## config.mk

```make
export PLATFORM = sky130hd
export DESIGN_NAME = sig_word_tx
export DESIGN_NICKNAME = d
export VERILOG_FILES = /design/src/rtl/dil_stream_pkg.sv /design/src/rtl/sync_fifo2.sv /design/src/rtl/sig_word_tx.sv
export SDC_FILE = /design/constraint.sdc
export NUM_CORES = 1
export LEC_CHECK = 0
export BUFFER_PORTS_ARGS = -buffer_cell sky130_fd_sc_hd__buf_2
export CAP_MARGIN = 10
export CORE_MARGIN = 2
export CORE_UTILIZATION = 40
export DETAILED_ROUTE_END_ITERATION = 16
export GPL_ROUTABILITY_DRIVEN = 0
export PLACE_DENSITY = 0.6
export SYNTH_ARGS = -nofsm -noshare
export SYNTH_HDL_FRONTEND = slang
export SYNTH_SLANG_ARGS = --single-unit
```

## constraint.sdc

```tcl
create_clock -name clk -period 17.6 [get_ports clk]
set_input_delay 3.52 -clock clk [delete_from_list [all_inputs] [get_ports clk]]
set_output_delay 3.52 -clock clk [all_outputs]
set_load 0.005 [all_outputs]
```

## src/rtl/dil_stream_pkg.sv

```systemverilog
// Shared constants for the Dilithium result streamer: word counts, mode codes, section ids and section order.
// Latency: none (package: constants and constant functions only).
// Backpressure: not applicable.
// Contents: DIL_W / DIL_SEC_LEVEL defaults, *_SIZE (bytes) and *_WORDS_NUM, mode encodings, sec_id_t,
//           per-mode section-order tables (sec_at / kind_at / num_secs) and the sec_last word-count helper.
package dil_stream_pkg;

   localparam int DIL_W         = 64;
   localparam int DIL_SEC_LEVEL = 2;

   localparam logic [1:0] KEYGEN_MODE = 2'b00;
   localparam logic [1:0] SIGN_MODE   = 2'b10;
   localparam logic [1:0] VERIFY_MODE = 2'b01;

   // Ids 6 and 7 are shared: t1/z and c/h, depending on the mode.
   typedef enum logic [2:0] {
      SEC_RHO = 3'd0, SEC_KEY = 3'd1, SEC_TR = 3'd2, SEC_S1 = 3'd3,
      SEC_S2  = 3'd4, SEC_T0  = 3'd5, SEC_T1Z = 3'd6, SEC_CH = 3'd7
   } sec_id_t;

   typedef enum logic [2:0] {SZ_SEED, SZ_T1, SZ_S1, SZ_S2, SZ_T0, SZ_Z, SZ_H} size_kind_t;

   function automatic int dil_k(input int lvl);
      return (lvl == 2) ? 4 : (lvl == 3) ? 6 : 8;
   endfunction

   function automatic int dil_l(input int lvl);
      return (lvl == 2) ? 4 : (lvl == 3) ? 5 : 7;
   endfunction

   // Packed-polynomial byte counts: eta=4 only at level 3, gamma1=2^17 only at level 2.
   function automatic int eta_poly_bytes(input int lvl);
      return (lvl == 3) ? 128 : 96;
   endfunction

   function automatic int z_poly_bytes(input int lvl);
      return (lvl == 2) ? 576 : 640;
   endfunction

   function automatic int dil_omega(input int lvl);
      return (lvl == 2) ? 80 : (lvl == 3) ? 55 : 75;
   endfunction

   function automatic int size_bytes(input size_kind_t kind, input int lvl);
      case (kind)
         SZ_SEED: return 32;
         SZ_T1:   return 320 * dil_k(lvl);
         SZ_S1:   return eta_poly_bytes(lvl) * dil_l(lvl);
         SZ_S2:   return eta_poly_bytes(lvl) * dil_k(lvl);
         SZ_T0:   return 416 * dil_k(lvl);
         SZ_Z:    return z_poly_bytes(lvl) * dil_l(lvl);
         default: return dil_omega(lvl) + dil_k(lvl);
      endcase
   endfunction

   function automatic int words_num(input int bytes, input int w);
      return (bytes * 8 + w - 1) / w;
   endfunction

   localparam int SEED_SIZE      = size_bytes(SZ_SEED, DIL_SEC_LEVEL);
   localparam int T1_SIZE        = size_bytes(SZ_T1, DIL_SEC_LEVEL);
   localparam int S1_SIZE        = size_bytes(SZ_S1, DIL_SEC_LEVEL);
   localparam int S2_SIZE        = size_bytes(SZ_S2, DIL_SEC_LEVEL);
   localparam int T0_SIZE        = size_bytes(SZ_T0, DIL_SEC_LEVEL);
   localparam int Z_SIZE         = size_bytes(SZ_Z, DIL_SEC_LEVEL);
   localparam int H_SIZE         = size_bytes(SZ_H, DIL_SEC_LEVEL);
   localparam int SEED_WORDS_NUM = words_num(SEED_SIZE, DIL_W);
   localparam int T1_WORDS_NUM   = words_num(T1_SIZE, DIL_W);
   localparam int S1_WORDS_NUM   = words_num(S1_SIZE, DIL_W);
   localparam int S2_WORDS_NUM   = words_num(S2_SIZE, DIL_W);
   localparam int T0_WORDS_NUM   = words_num(T0_SIZE, DIL_W);
   localparam int Z_WORDS_NUM    = words_num(Z_SIZE, DIL_W);
   localparam int H_WORDS_NUM    = words_num(H_SIZE, DIL_W);

   function automatic int num_secs(input logic [1:0] mode);
      return (mode == KEYGEN_MODE) ? 7 : (mode == SIGN_MODE) ? 3 : 0;
   endfunction

   // Keygen: rho, t1, key, tr, s1, s2, t0.  Sign: c, z, h.
   function automatic sec_id_t sec_at(input logic [1:0] mode, input logic [2:0] idx);
      sec_id_t s;
      s = SEC_RHO;
      if (mode == SIGN_MODE) begin
         s = (idx == 3'd1) ? SEC_T1Z : SEC_CH;
      end else begin
         case (idx)
            3'd0:    s = SEC_RHO;
            3'd1:    s = SEC_T1Z;
            3'd2:    s = SEC_KEY;
            3'd3:    s = SEC_TR;
            3'd4:    s = SEC_S1;
            3'd5:    s = SEC_S2;
            default: s = SEC_T0;
         endcase
      end
      return s;
   endfunction

   function automatic size_kind_t kind_at(input logic [1:0] mode, input logic [2:0] idx);
      size_kind_t k;
      k = SZ_SEED;
      if (mode == SIGN_MODE) begin
         k = (idx == 3'd0) ? SZ_SEED : (idx == 3'd1) ? SZ_Z : SZ_H;
      end else begin
         case (idx)
            3'd1:    k = SZ_T1;
            3'd4:    k = SZ_S1;
            3'd5:    k = SZ_S2;
            3'd6:    k = SZ_T0;
            default: k = SZ_SEED;
         endcase
      end
      return k;
   endfunction

   // Index of the last word of a section; 0 for slots the mode does not use.
   function automatic int sec_last(input logic [1:0] mode, input logic [2:0] idx,
                                   input int lvl, input int w);
      if (int'(idx) >= num_secs(mode)) return 0;
      return words_num(size_bytes(kind_at(mode, idx), lvl), w) - 1;
   endfunction

endpackage

```

## src/rtl/sync_fifo2.sv

```systemverilog
// Two-entry synchronous FIFO; head is presented combinationally from storage.
// Latency: a pushed entry is visible at the head the cycle after the push.
// Backpressure: push is dropped when full unless a pop happens in the same cycle; pop on empty is ignored.
// Ports: clk, rst (sync, active high), push/push_dat, pop, head_dat (oldest entry), cnt (0..2).
module sync_fifo2 #(
   parameter int DW = 65
) (
   input  logic          clk,
   input  logic          rst,
   input  logic          push,
   input  logic [DW-1:0] push_dat,
   input  logic          pop,
   output logic [DW-1:0] head_dat,
   output logic [1:0]    cnt
);

   logic [DW-1:0] mem [2];
   logic          wr_ptr;
   logic          rd_ptr;
   logic          do_push;
   logic          do_pop;

   assign do_pop   = pop && (cnt != 2'd0);
   assign do_push  = push && ((cnt != 2'd2) || do_pop);
   assign head_dat = mem[rd_ptr];

   always_ff @(posedge clk) begin
      if (rst) begin
         mem[0] <= '0;
         mem[1] <= '0;
         wr_ptr <= 1'b0;
         rd_ptr <= 1'b0;
         cnt    <= 2'd0;
      end else begin
         if (do_push) begin
            mem[wr_ptr] <= push_dat;
            wr_ptr      <= ~wr_ptr;
         end
         if (do_pop) rd_ptr <= ~rd_ptr;
         cnt <= cnt + {1'b0, do_push} - {1'b0, do_pop};
      end
   end

endmodule

```

## src/rtl/sig_word_tx.sv

```systemverilog
// Streams one Dilithium result set (keygen/sign sections, or the verify verdict) as W-bit words with a last flag.
// Latency: first rd_en 1 cycle after start, first out_valid 3 cycles after start; 1 word/cycle sustained.
// Backpressure: reads are throttled so returned words always fit the 2-entry buffer; nothing is dropped.
// Ports: clk/rst; start, mode, verify_ok (sampled with start); busy, done, err status;
//        rd_en/rd_sec/rd_addr -> rd_data (1-cycle read port); out_data/out_valid/out_last/out_ready stream.
module sig_word_tx
   import dil_stream_pkg::*;
#(
   parameter int W         = DIL_W,
   parameter int SEC_LEVEL = DIL_SEC_LEVEL,
   parameter int ADDR_W    = 9
) (
   input  logic              clk,
   input  logic              rst,
   input  logic              start,
   input  logic [1:0]        mode,
   input  logic              verify_ok,
   output logic              busy,
   output logic              done,
   output logic              err,
   output logic              rd_en,
   output logic [2:0]        rd_sec,
   output logic [ADDR_W-1:0] rd_addr,
   input  logic [W-1:0]      rd_data,
   output logic [W-1:0]      out_data,
   output logic              out_valid,
   output logic              out_last,
   input  logic              out_ready
);

   typedef enum logic [1:0] {ST_IDLE, ST_LOAD, ST_READ, ST_DRAIN} state_t;

   localparam int KG_LAST [8] = '{
      sec_last(KEYGEN_MODE, 3'd0, SEC_LEVEL, W), sec_last(KEYGEN_MODE, 3'd1, SEC_LEVEL, W),
      sec_last(KEYGEN_MODE, 3'd2, SEC_LEVEL, W), sec_last(KEYGEN_MODE, 3'd3, SEC_LEVEL, W),
      sec_last(KEYGEN_MODE, 3'd4, SEC_LEVEL, W), sec_last(KEYGEN_MODE, 3'd5, SEC_LEVEL, W),
      sec_last(KEYGEN_MODE, 3'd6, SEC_LEVEL, W), sec_last(KEYGEN_MODE, 3'd7, SEC_LEVEL, W)};
   localparam int SG_LAST [8] = '{
      sec_last(SIGN_MODE, 3'd0, SEC_LEVEL, W), sec_last(SIGN_MODE, 3'd1, SEC_LEVEL, W),
      sec_last(SIGN_MODE, 3'd2, SEC_LEVEL, W), sec_last(SIGN_MODE, 3'd3, SEC_LEVEL, W),
      sec_last(SIGN_MODE, 3'd4, SEC_LEVEL, W), sec_last(SIGN_MODE, 3'd5, SEC_LEVEL, W),
      sec_last(SIGN_MODE, 3'd6, SEC_LEVEL, W), sec_last(SIGN_MODE, 3'd7, SEC_LEVEL, W)};
   localparam logic [2:0] KG_LAST_SEC = 3'(num_secs(KEYGEN_MODE) - 1);
   localparam logic [2:0] SG_LAST_SEC = 3'(num_secs(SIGN_MODE) - 1);

   state_t            state, state_n;
   logic [1:0]        mode_q;
   logic              vok_q;
   logic [2:0]        sec_idx, sec_idx_n;
   logic [ADDR_W-1:0] addr, addr_n;
   logic              inflight;
   logic              last_inflight;
   logic              done_q;
   logic              err_q;

   logic              issue;
   logic              final_rd;
   logic              push_vrf;
   logic              push;
   logic [W:0]        push_dat;
   logic              pop;
   logic              final_pop;
   logic [W:0]        head_dat;
   logic [1:0]        fifo_cnt;
   logic [1:0]        room_use;
   logic [ADDR_W-1:0] last_addr;
   logic [2:0]        last_sec;

   assign out_valid = (fifo_cnt != 2'd0);
   assign pop       = out_valid && out_ready;
   assign final_pop = pop && head_dat[W];
   assign out_data  = out_valid ? head_dat[W-1:0] : '0;
   assign out_last  = out_valid && head_dat[W];

   // Slots that will be taken next cycle, counting this cycle's pop as already freed;
   // a read issued now lands next cycle, so it needs this to stay below 2.
   assign room_use  = fifo_cnt - {1'b0, pop} + {1'b0, inflight};

   assign last_addr = (mode_q == SIGN_MODE) ? ADDR_W'(SG_LAST[sec_idx]) : ADDR_W'(KG_LAST[sec_idx]);
   assign last_sec  = (mode_q == SIGN_MODE) ? SG_LAST_SEC : KG_LAST_SEC;

   always_comb begin
      state_n   = state;
      sec_idx_n = sec_idx;
      addr_n    = addr;
      issue     = 1'b0;
      final_rd  = 1'b0;
      push_vrf  = 1'b0;
      case (state)
         ST_IDLE: begin
            sec_idx_n = 3'd0;
            addr_n    = '0;
            if (start && (mode != 2'b11)) state_n = ST_LOAD;
         end
         ST_LOAD: begin
            if (mode_q == VERIFY_MODE) begin
               push_vrf = 1'b1;
               state_n  = ST_DRAIN;
            end else begin
               issue   = (room_use < 2'd2);
               state_n = ST_READ;
            end
         end
         ST_READ:  issue = (room_use < 2'd2);
         ST_DRAIN: if (final_pop) state_n = ST_IDLE;
         default:  state_n = ST_IDLE;
      endcase
      if (issue) begin
         if (addr == last_addr) begin
            addr_n = '0;
            if (sec_idx == last_sec) begin
               final_rd = 1'b1;
               state_n  = ST_DRAIN;
            end else begin
               sec_idx_n = sec_idx + 3'd1;
            end
         end else begin
            addr_n = addr + ADDR_W'(1);
         end
      end
   end

   always_ff @(posedge clk) begin
      if (rst) begin
         state         <= ST_IDLE;
         mode_q        <= KEYGEN_MODE;
         vok_q         <= 1'b0;
         sec_idx       <= 3'd0;
         addr          <= '0;
         inflight      <= 1'b0;
         last_inflight <= 1'b0;
         done_q        <= 1'b0;
         err_q         <= 1'b0;
      end else begin
         state         <= state_n;
         sec_idx       <= sec_idx_n;
         addr          <= addr_n;
         inflight      <= issue;
         last_inflight <= final_rd;
         done_q        <= (state == ST_DRAIN) && final_pop;
         err_q         <= (state == ST_IDLE) && start && (mode == 2'b11);
         if ((state == ST_IDLE) && start && (mode != 2'b11)) begin
            mode_q <= mode;
            vok_q  <= verify_ok;
         end
      end
   end

   // Returned read data carries the last tag decided at issue; the verdict word is pushed directly.
   assign push     = inflight || push_vrf;
   assign push_dat = inflight ? {last_inflight, rd_data} : {1'b1, {(W-1){1'b0}}, vok_q};

   sync_fifo2 #(.DW(W + 1)) u_fifo (
      .clk      (clk),
      .rst      (rst),
      .push     (push),
      .push_dat (push_dat),
      .pop      (pop),
      .head_dat (head_dat),
      .cnt      (fifo_cnt)
   );

   assign busy    = (state != ST_IDLE);
   assign done    = done_q;
   assign err     = err_q;
   assign rd_en   = issue;
   assign rd_sec  = issue ? 3'(sec_at(mode_q, sec_idx)) : 3'd0;
   assign rd_addr = issue ? addr : '0;

endmodule

```

=== Word-level counts from Yosys, hierarchy flattened ===
Memory sizes are Yosys's and may differ from the RTL's. A register that Yosys moved wholly into a read port is not among the register bits.
Index checks and enable logic that the tools add are counted.

* Register bits: 25
* Bits in writable memories: 130
* ROM bits: 512
* Output and inout port bits: 82
* Word-level logic and storage cells: 104
* Memories: 3

{| class="wikitable"
|+ Memory list
! memory !! depth !! width !! rd ports !! clocked after memory_dff !! write ports !! RTL line !! source
|-
| (no name shown) || 8 || 32 || 1 || 0 || 0 || sig_word_tx.sv:79 || <nowiki>assign last_addr = (mode_q == SIGN_MODE) ? ADDR_W'(SG_LAST[sec_idx]) : ADDR_W'(KG_LAST[sec_idx]);</nowiki>
|-
| (no name shown) || 8 || 32 || 1 || 0 || 0 || sig_word_tx.sv:79 ||
|-
| u_fifo.mem || 2 || 65 || 1 || 1 || 2 || sync_fifo2.sv:17 || <nowiki>logic [DW-1:0] mem [2];</nowiki>
|}

* Add/subtract/negate cells: 6
* Magnitude comparators: 2
* Equal/unequal tests: 15
* Muxes and demuxes: 42
* Bitwise logic cells: 5
* Reductions and logical operators: 19

{| class="wikitable"
|+ Operators by type and width
! cell !! number
|-
| $mux 65 || 2
|-
| $mux 9 || 9
|-
| $reduce_or 65->1 || 1
|-
| $mux 64 || 1
|-
| $mux 3 || 7
|-
| $pmux 3 s6 || 1
|-
| $mux 1 || 15
|-
| $logic_and 1x1->1 || 10
|-
| $mux 2 || 5
|-
| $add 9x1->9 const B || 1
|-
| $eq 9x9->1 || 1
|-
| $eq 2x2->1 const B || 4
|-
| $eq 3x2->1 const B || 2
|-
| $eq 3x3->1 const B || 2
|-
| $pmux 2 s3 || 1
|-
| $reduce_bool 2->1 || 3
|-
| $add 2x1->2 || 2
|-
| $eq 2x1->1 const B || 2
|-
| $ge 4x4->1 const B || 1
|-
| $ne 2x2->1 const B || 2
|-
| $not 1->1 || 4
|-
| $not 3->4 || 1
|-
| $sub 2x1->2 || 2
|-
| $add 3x1->3 const B || 1
|-
| 8 further kinds || 9
|}

=== Longest topological paths before layout ===
Gate-level depths: netlist (run 1).

* Depth in word-level cells: 10
* Mapped depth: 11

=== By module ===
Synthesis (run 1) repeated with hierarchy kept, for this count alone.

* Cells, all modules: 723
* Area total of the unflattened synthesis: 8,325.5 um^2

{| class="wikitable"
|+ By module, submodules not included
! module !! times used !! cells an instance !! area each (um^2) !! seq. area each (um^2)
|-
| sync_fifo2 || 1 || 371 || 5,869.4 || 4,003.8
|-
| sig_word_tx || 1 || 352 || 2,456.1 || 420.4
|}

=== Worst setup path before layout (run 1) ===
OpenSTA, ideal clock, no wires.

* Path kind: input to register
* Start point: input port out_ready
* End point: memory u_fifo.mem[0][0] (enable)
* Data arrival time: 8.224 ns
* Data required time: 17.022 ns
* Setup slack: 8.798 ns
* Stages: 2
* Path buffers: 0
* Cell sequence: o32ai_1 > o21ai_0

{| class="wikitable"
|+ RTL lines
! element !! RTL line !! source
|-
| start, declared || sig_word_tx.sv:28 || <nowiki>input logic out_ready</nowiki>
|-
| end, declared || sync_fifo2.sv:17 ||
|}

=== Final worst setup path (run 1) ===
* Start point: input port out_ready
* End point: output port rd_addr[4]

* Longest elaborated chain between the ends: 7

{| class="wikitable"
|+ Ends and longest elaborated chain
! element !! RTL line !! source
|-
| $logic_and 1x1->1 (*) || sig_word_tx.sv:70 || <nowiki>assign pop = out_valid && out_ready;</nowiki>
|-
| $sub 2x1->2 (*) || sig_word_tx.sv:77 || <nowiki>assign room_use = fifo_cnt - {1'b0, pop} + {1'b0, inflight};</nowiki>
|-
| $add 2x1->2 (*) || sig_word_tx.sv:77 ||
|-
| $lt 2x2->1 (*) || sig_word_tx.sv:100, sig_word_tx.sv:104 ||
|-
| $mux 1 || sig_word_tx.sv:96 || <nowiki>if (mode_q == VERIFY_MODE) begin</nowiki>
|-
| $pmux 1 s2 (*) || sig_word_tx.sv:89 || <nowiki>case (state)</nowiki>
|-
| $mux 9 (*) || sig_word_tx.sv:168 || <nowiki>assign rd_addr = issue ? addr : '0;</nowiki>
|-
| end, declared || sig_word_tx.sv:23 || <nowiki>output logic [ADDR_W-1:0] rd_addr,</nowiki>
|}

Every way passes the cells marked *; elsewhere a longest branch is shown, timed or not.

==> run summary, run 1 <==
Final cell count without fillers: 1,107
Io pins: 153
Port Buffers: 152
Clock Pin Slew Worst Setup and Hold Paths: 0.06 ns
Area Overhead vs Synth: 19.88%
Detailed Routing Iterations Pass 1: 4
Starting density of the core: 40.88%
Routed WL per cell: 16.12 um
Post-synth top area cell: edfxtp_1
Nets: 944
WP data arrival: 5.02 ns
Static leakage: 3.386 nW
Clk root buf: clkbuf_16
Share of layout cells above drive strength 1: 24.66%
Crit path max fanout: 12
Max_slew headroom: 33.46%
Row count: 50
DRC: 0
FMAX: 117.1 MHz
Vias: 5,573
CP max stage delay: 0.23 ns
Yosys warns: 0
Placed cell count: 1,074
# clock sinks: 156
CP Cell Sequence: buf_2, and2_1, ha_1, xor2_1, xnor2_1, nand3_2, inv_2, and2_1, buf_2
IR drop worst, VDD: 0.07432 mV
Top FF cell, synth: edfxtp_1
Vias per cell: 5.034
EDFF count, synth: 130
Initial antenna violation count: 1
Post-synth cell types: 62
H-tree depth: 4
Type of the worst setup path: in2out
Final Max Slew Viols: 0
Most frequent cells in the layout: nor2_1 (219), buf_2 (152), edfxtp_1 (130), nand2_1 (88), mux2i_1 (70)
Clock buffer depth: 2
Pin count of the biggest net entering global routing: 67
Core ar.: 0.01877 mm2
Post-CTS Setup Inserts: 0
Crit end category: output port
Max-Cap Viols: 0
CP Launch Type: primary input
Number of hold buffers added after CTS: 0
Synth top area cells: edfxtp_1 (51%), nor2_1 (11%), mux2i_1 (9.1%)
Clock period minus worst slack: 8.543 ns
Gr usage total: 17.80%
Worst-margin pin slew: 0.9944 ns
PD cells: 116.8 mW/mm2
Run status: completed
Post-synth top area share: 50.88%
Synth async-reset ratio: 0%
Seq/Total Area, Yosys: 57.66%
Die height: 142.5 um
Unrepaired setup endpoints after global routing: no
Antenna Nets Post-Route: 0
Synthesized instance count: 732
Final setup viols: 0
Gr ovfl total: 0
CTS tree: yes
Cts bufs inserted: 17
Post_cts resized: 0
CP max-delay cell: xor2_1
Post-route setup TNS: 0 ns
HP Class: reg2reg
Starting DRT DRC Count: 277
Register bit total from synthesis: 156
HPWL after DPL: 10.56 mm
Netlist Area Pre-Place: 0.007672 mm2
Die Span X: 142.5 um
Worst-Skew Late Latency: 0.42 ns
First-pass GRT wire length: 27.82 mm
Most common cell after layout, fill and taps aside: nor2_1
Data required time of the critical path: 14.08 ns
Total Wirelength: 17.85 mm
Avg Cell Area, Syn: 10.48 um2
Fin. Hold Viols: 0
Vias in the first global route: 5,440
Die ar.: 0.02030 mm2
Fraction of the cycle the final worst path needs: 48.54%
Syn nets: 817
Clk_skew: 0.01346 ns
[per-layer routing]
metal	share of wire (%)	GRT usage, %	up-vias
met5	0	0	-
met4	0.99	5.107	0
met3	4.9	4.172	13
met2	52	31.58	136
met1	43	21.58	2662
li1	-	-	2762
[synth_stat cells (all sizes together) (2+ instances only)]
master / instances
nor2: 221
edfxtp: 130
nand2: 89
mux2i: 70
clkbuf: 33
dfxtp: 26
buf: 19
ha: 14
inv: 14
and2: 11
nand3: 10
a21oi: 9
nor3: 8
o311ai: 8
o21ai: 7
xnor2: 7
nand2b: 5
nor2b: 5
o211ai: 5
and4bb: 3
nor4: 3
o32ai: 3
or3: 3
xor2: 3
a21o: 2
a311oi: 2
a32o: 2
o2bb2ai: 2
o31ai: 2
or2: 2
[kinds of logic (layout without fill, tap and decap cells)]
group                      Yosys count  after routing  share of synthesized area [%]
buffers and inverters               66            206                          4.093
muxes                               71             71                          9.279
AOI/OAI and AO/OA                   48             48                          5.153
other                                0              1                              0
xor gates and xnor gates            10             10                          1.142
and+or+nand+nor                    367            367                          20.38
adders and majority gates           14             14                          2.283
DFF                                156            156                          57.66
[registers in the layout (all words and copies together) (netlist names), named ones only]
signal / cells
done: 1
inflight: 1
mode_q: 2
u_fifo.cnt: 2
last_inflight: 1
addr: 9
sec_idx: 3
vok_q: 1
u_fifo.rd_ptr: 1
err: 1
u_fifo.mem: 130
u_fifo.wr_ptr: 1
state: 2
[cell type report]
type,instances,area [um2]
multi-input cells,510,2962
well taps,234,292.8
diodes,1,2.502
clock inverters,15,210.2
inverters,14,55.05
repair buffers,160,820.8
flip-flops and latches,156,4429
fillers,1771,9570
clock buffers,17,425.4
[report_power, final]
group,switching [W],internal [W],total [W]
Clock,0.000154,0.000240,0.000394
Combinational,0.000140,0.0000942,0.000234
Sequential,0.0000236,0.000423,0.000447
Total,0.000317,0.000758,0.00107
[critical path, delay by kind of cell]
family                     cells  cell delay [ns]
and+or+nand+nor                3             0.50
buffers and inverters          3             0.41
xor gates and xnor gates       2             0.40
adders and majority gates      1             0.19
[final timing paths]
| check | end | cells past startpoint | from | slack [ns] |
|---|---|---|---|---|
| worst max register to register | sec_idx[0] | 12 | u_fifo.cnt[0] | 14.27 |
| worst max-delay path | rd_addr[4] | 9 | out_ready | 9.06 |
| worst min-delay path | u_fifo.rd_ptr | 2 | u_fifo.rd_ptr | 0.52 |
| worst min register to register | u_fifo.rd_ptr | 2 | u_fifo.rd_ptr | 0.52 |
[through the flow]
stage	total power [W]	hold slack [ns]	setup slack, ns	cell area (um2)	util [%]
2_1_floorplan	0.0005999	0.4596	8.798	7672	-
4_1_cts	0.001089	0.5245	9.038	9195	48.99
6_report	0.001075	0.5213	9.057	9198	49.01
3_3_place_gp	0.0006938	0.5050	9.094	8559	45.61
5_1_grt	0.001128	0.5427	8.907	9198	49.01
3_5_place_dp	0.0006941	0.5078	9.050	8559	45.61
Power figures use the tool's default switching activity.
==> inputs of run 2 (changes only) <==
--- a/config.mk
+++ b/config.mk
@@ -11,7 +11,7 @@
 export CORE_UTILIZATION = 40
 export DETAILED_ROUTE_END_ITERATION = 16
 export GPL_ROUTABILITY_DRIVEN = 0
-export PLACE_DENSITY = 0.6
+export PLACE_DENSITY = 0.62
 export SYNTH_ARGS = -nofsm -noshare
 export SYNTH_HDL_FRONTEND = slang
 export SYNTH_SLANG_ARGS = --single-unit
==> constraint.sdc (replaced) <==
create_clock -name clk -period 7.5 [get_ports clk]
set_input_delay 1.5 -clock clk [delete_from_list [all_inputs] [get_ports clk]]
set_output_delay 1.5 -clock clk [all_outputs]
set_load 0.005 [all_outputs]
==> run 2 against run 1 <==
  * Register-to-register slack lost 9.6 ns
  * Die area is the same
  * Critical endpoint is now rd_addr[8]
  * Flip-flop and latch count is the same
  * Count of clock-buffer cells in the layout is the same
  * Combinational power grew 140%
==> run summary, run 2 (synthesized netlist as in run 1, its figures left out) <==
Run status: completed
Worst-Skew Late Latency: 0.42 ns
Clock period minus worst slack: 4.534 ns
Share of layout cells above drive strength 1: 24.25%
Vias: 5,638
Type of the worst setup path: in2out
Clk root buf: clkbuf_16
Fill cells: 1,766
Starting density of the core: 40.88%
Critical path depth in cells: 9
Port Buffers: 152
Data required time of the critical path: 6.00 ns
Detailed Routing Iterations Pass 1: 4
FMAX: 220.6 MHz
CP Launch Type: primary input
Io pins: 153
Post_cts resized: 0
HP Start: vok_q
HP Class: reg2reg
Antenna Nets Post-Route: 0
Reg with most FFs: u_fifo.mem
# clock sinks: 156
Final Max Slew Viols: 0
Vias per cell: 5.107
Pin count of the biggest net entering global routing: 67
Worst reg2reg path depth: 4
Vias in the first global route: 5,392
Post-CTS Setup Inserts: 0
Row count: 50
Max-Cap Viols: 0
Final cell count without fillers: 1,104
Buffers & Inverters on Critical Path: 3
Placed cell count: 1,073
Gr usage total: 17.67%
Most common cell after layout, fill and taps aside: nor2_1
Total Wirelength: 17.46 mm
Die ar.: 0.02030 mm2
Worst-margin pin slew: 0.9547 ns
Static leakage: 3.344 nW
Pre-CTS setup slack: 2.967 ns
HPWL after DPL: 10.79 mm
Biggest regs: u_fifo.mem: 130 flops, addr: 9 flops, sec_idx: 3 flops
Final setup viols: 0
Gr ovfl total: 0
Nets: 943
Routed WL per cell: 15.82 um
Cts bufs inserted: 17
Crit path from: out_ready
CTS tree: yes
First-pass GRT wire length: 27.43 mm
Core ar.: 0.01877 mm2
FF-to-FF Start: inflight
Initial antenna violation count: 0
Clock buffer depth: 2
Post-route setup TNS: 0 ns
Crit end category: output port
Fraction of the cycle the final worst path needs: 60.45%
Die Span X: 142.5 um
CP max stage delay: 0.24 ns
Die height: 142.5 um
Max reg flops: 130
PD cells: 263.5 mW/mm2
Max_slew headroom: 36.35%
IR drop worst, VDD: 0.1548 mV
DRC: 0
Most frequent cells in the layout: nor2_1 (219), buf_2 (152), edfxtp_1 (130), nand2_1 (88), mux2i_1 (70)
CP max-delay cell: xor2_1
Worst Slack Setup Final: 2.966 ns
Hold path depth: 2
Number of hold buffers added after CTS: 0
Crit path max fanout: 12
Fin. Hold Viols: 0
Unrepaired setup endpoints after global routing: no
Top delay family on crit path: simple AND/OR/NAND/NOR gates
Starting DRT DRC Count: 279
H-tree depth: 4
WP data arrival: 3.03 ns
Area Overhead vs Synth: 18.67%
Clk_skew: 0.008597 ns
Antenna Cells: 0
Clock Pin Slew Worst Setup and Hold Paths: 0.06 ns
CP Cell Sequence: buf_2, and2_1, ha_1, xor2_1, xnor2_1, nand3_2, inv_2, and2_1, buf_2
==> run 2: cell count changes in the layout (fill, tap and decap cells not counted), sizes merged <==
cell / delta
buf: -1
bufinv: -3
clkinv: +5
clkinvlp: -1
diode: -1
inv: -2
==> run 2: final cells by class <==
cell class / instances / area [um2] / share of cell area (%)
clock inverters: 14 / 122.6 / 1.347
well taps: 234 / 292.8 / 3.216
clock buffers: 17 / 425.4 / 4.672
repair buffers: 159 / 813.3 / 8.932
multi-input cells: 510 / 2967 / 32.58
inverters: 14 / 55.05 / 0.6046
flip-flops and latches: 156 / 4429 / 48.65
==> run 2: layer usage <==
layer / up-vias / GRT usage, % / wire length (um)
met1: 2711 / 21.85 / 7732
met3: 22 / 3.937 / 953
met4: 0 / 5.784 / 272
met5: - / 0 / 0
met2: 155 / 30.69 / 8505
li1: 2750 / - / -
==> run 2: worst paths after layout <==
| kind | slack (ns) | endpoint |
|---|---|---|
| max | 2.97 | rd_addr[8] |
| min | 0.51 | vok_q |
| max reg2reg | 4.63 | u_fifo.mem[0][46] |
| min reg2reg | 0.51 | vok_q |
==> run 2: per-stage QoR <==
stage	hold WS, ns	util, %	cell area, um2	total power (W)
2_1_floorplan	0.4596	-	7672	0.001408
3_3_place_gp	0.4847	45.59	8557	0.001626
3_5_place_dp	0.4915	45.59	8557	0.001630
4_1_cts	0.5091	48.51	9105	0.002427
5_1_grt	0.5365	48.51	9105	0.002520
6_report	0.5143	48.51	9105	0.002400
==> run 2: worst register-to-register path: stages (launching register included) <==
cell and delay [ns]:
dfxtp_2 0.32, buf_4 0.58, o32ai_1 0.40, o21ai_4 0.48, buf_4 0.68
==> run 2: power breakdown <==
group          total [W]  switching [W]  internal (W)  leakage (nW)
Combinational   0.000564       0.000342      0.000222          1.53
Sequential       0.00103      0.0000399      0.000994          1.56
Clock           0.000802       0.000347      0.000455         0.261
Total            0.00240       0.000729       0.00167          3.34
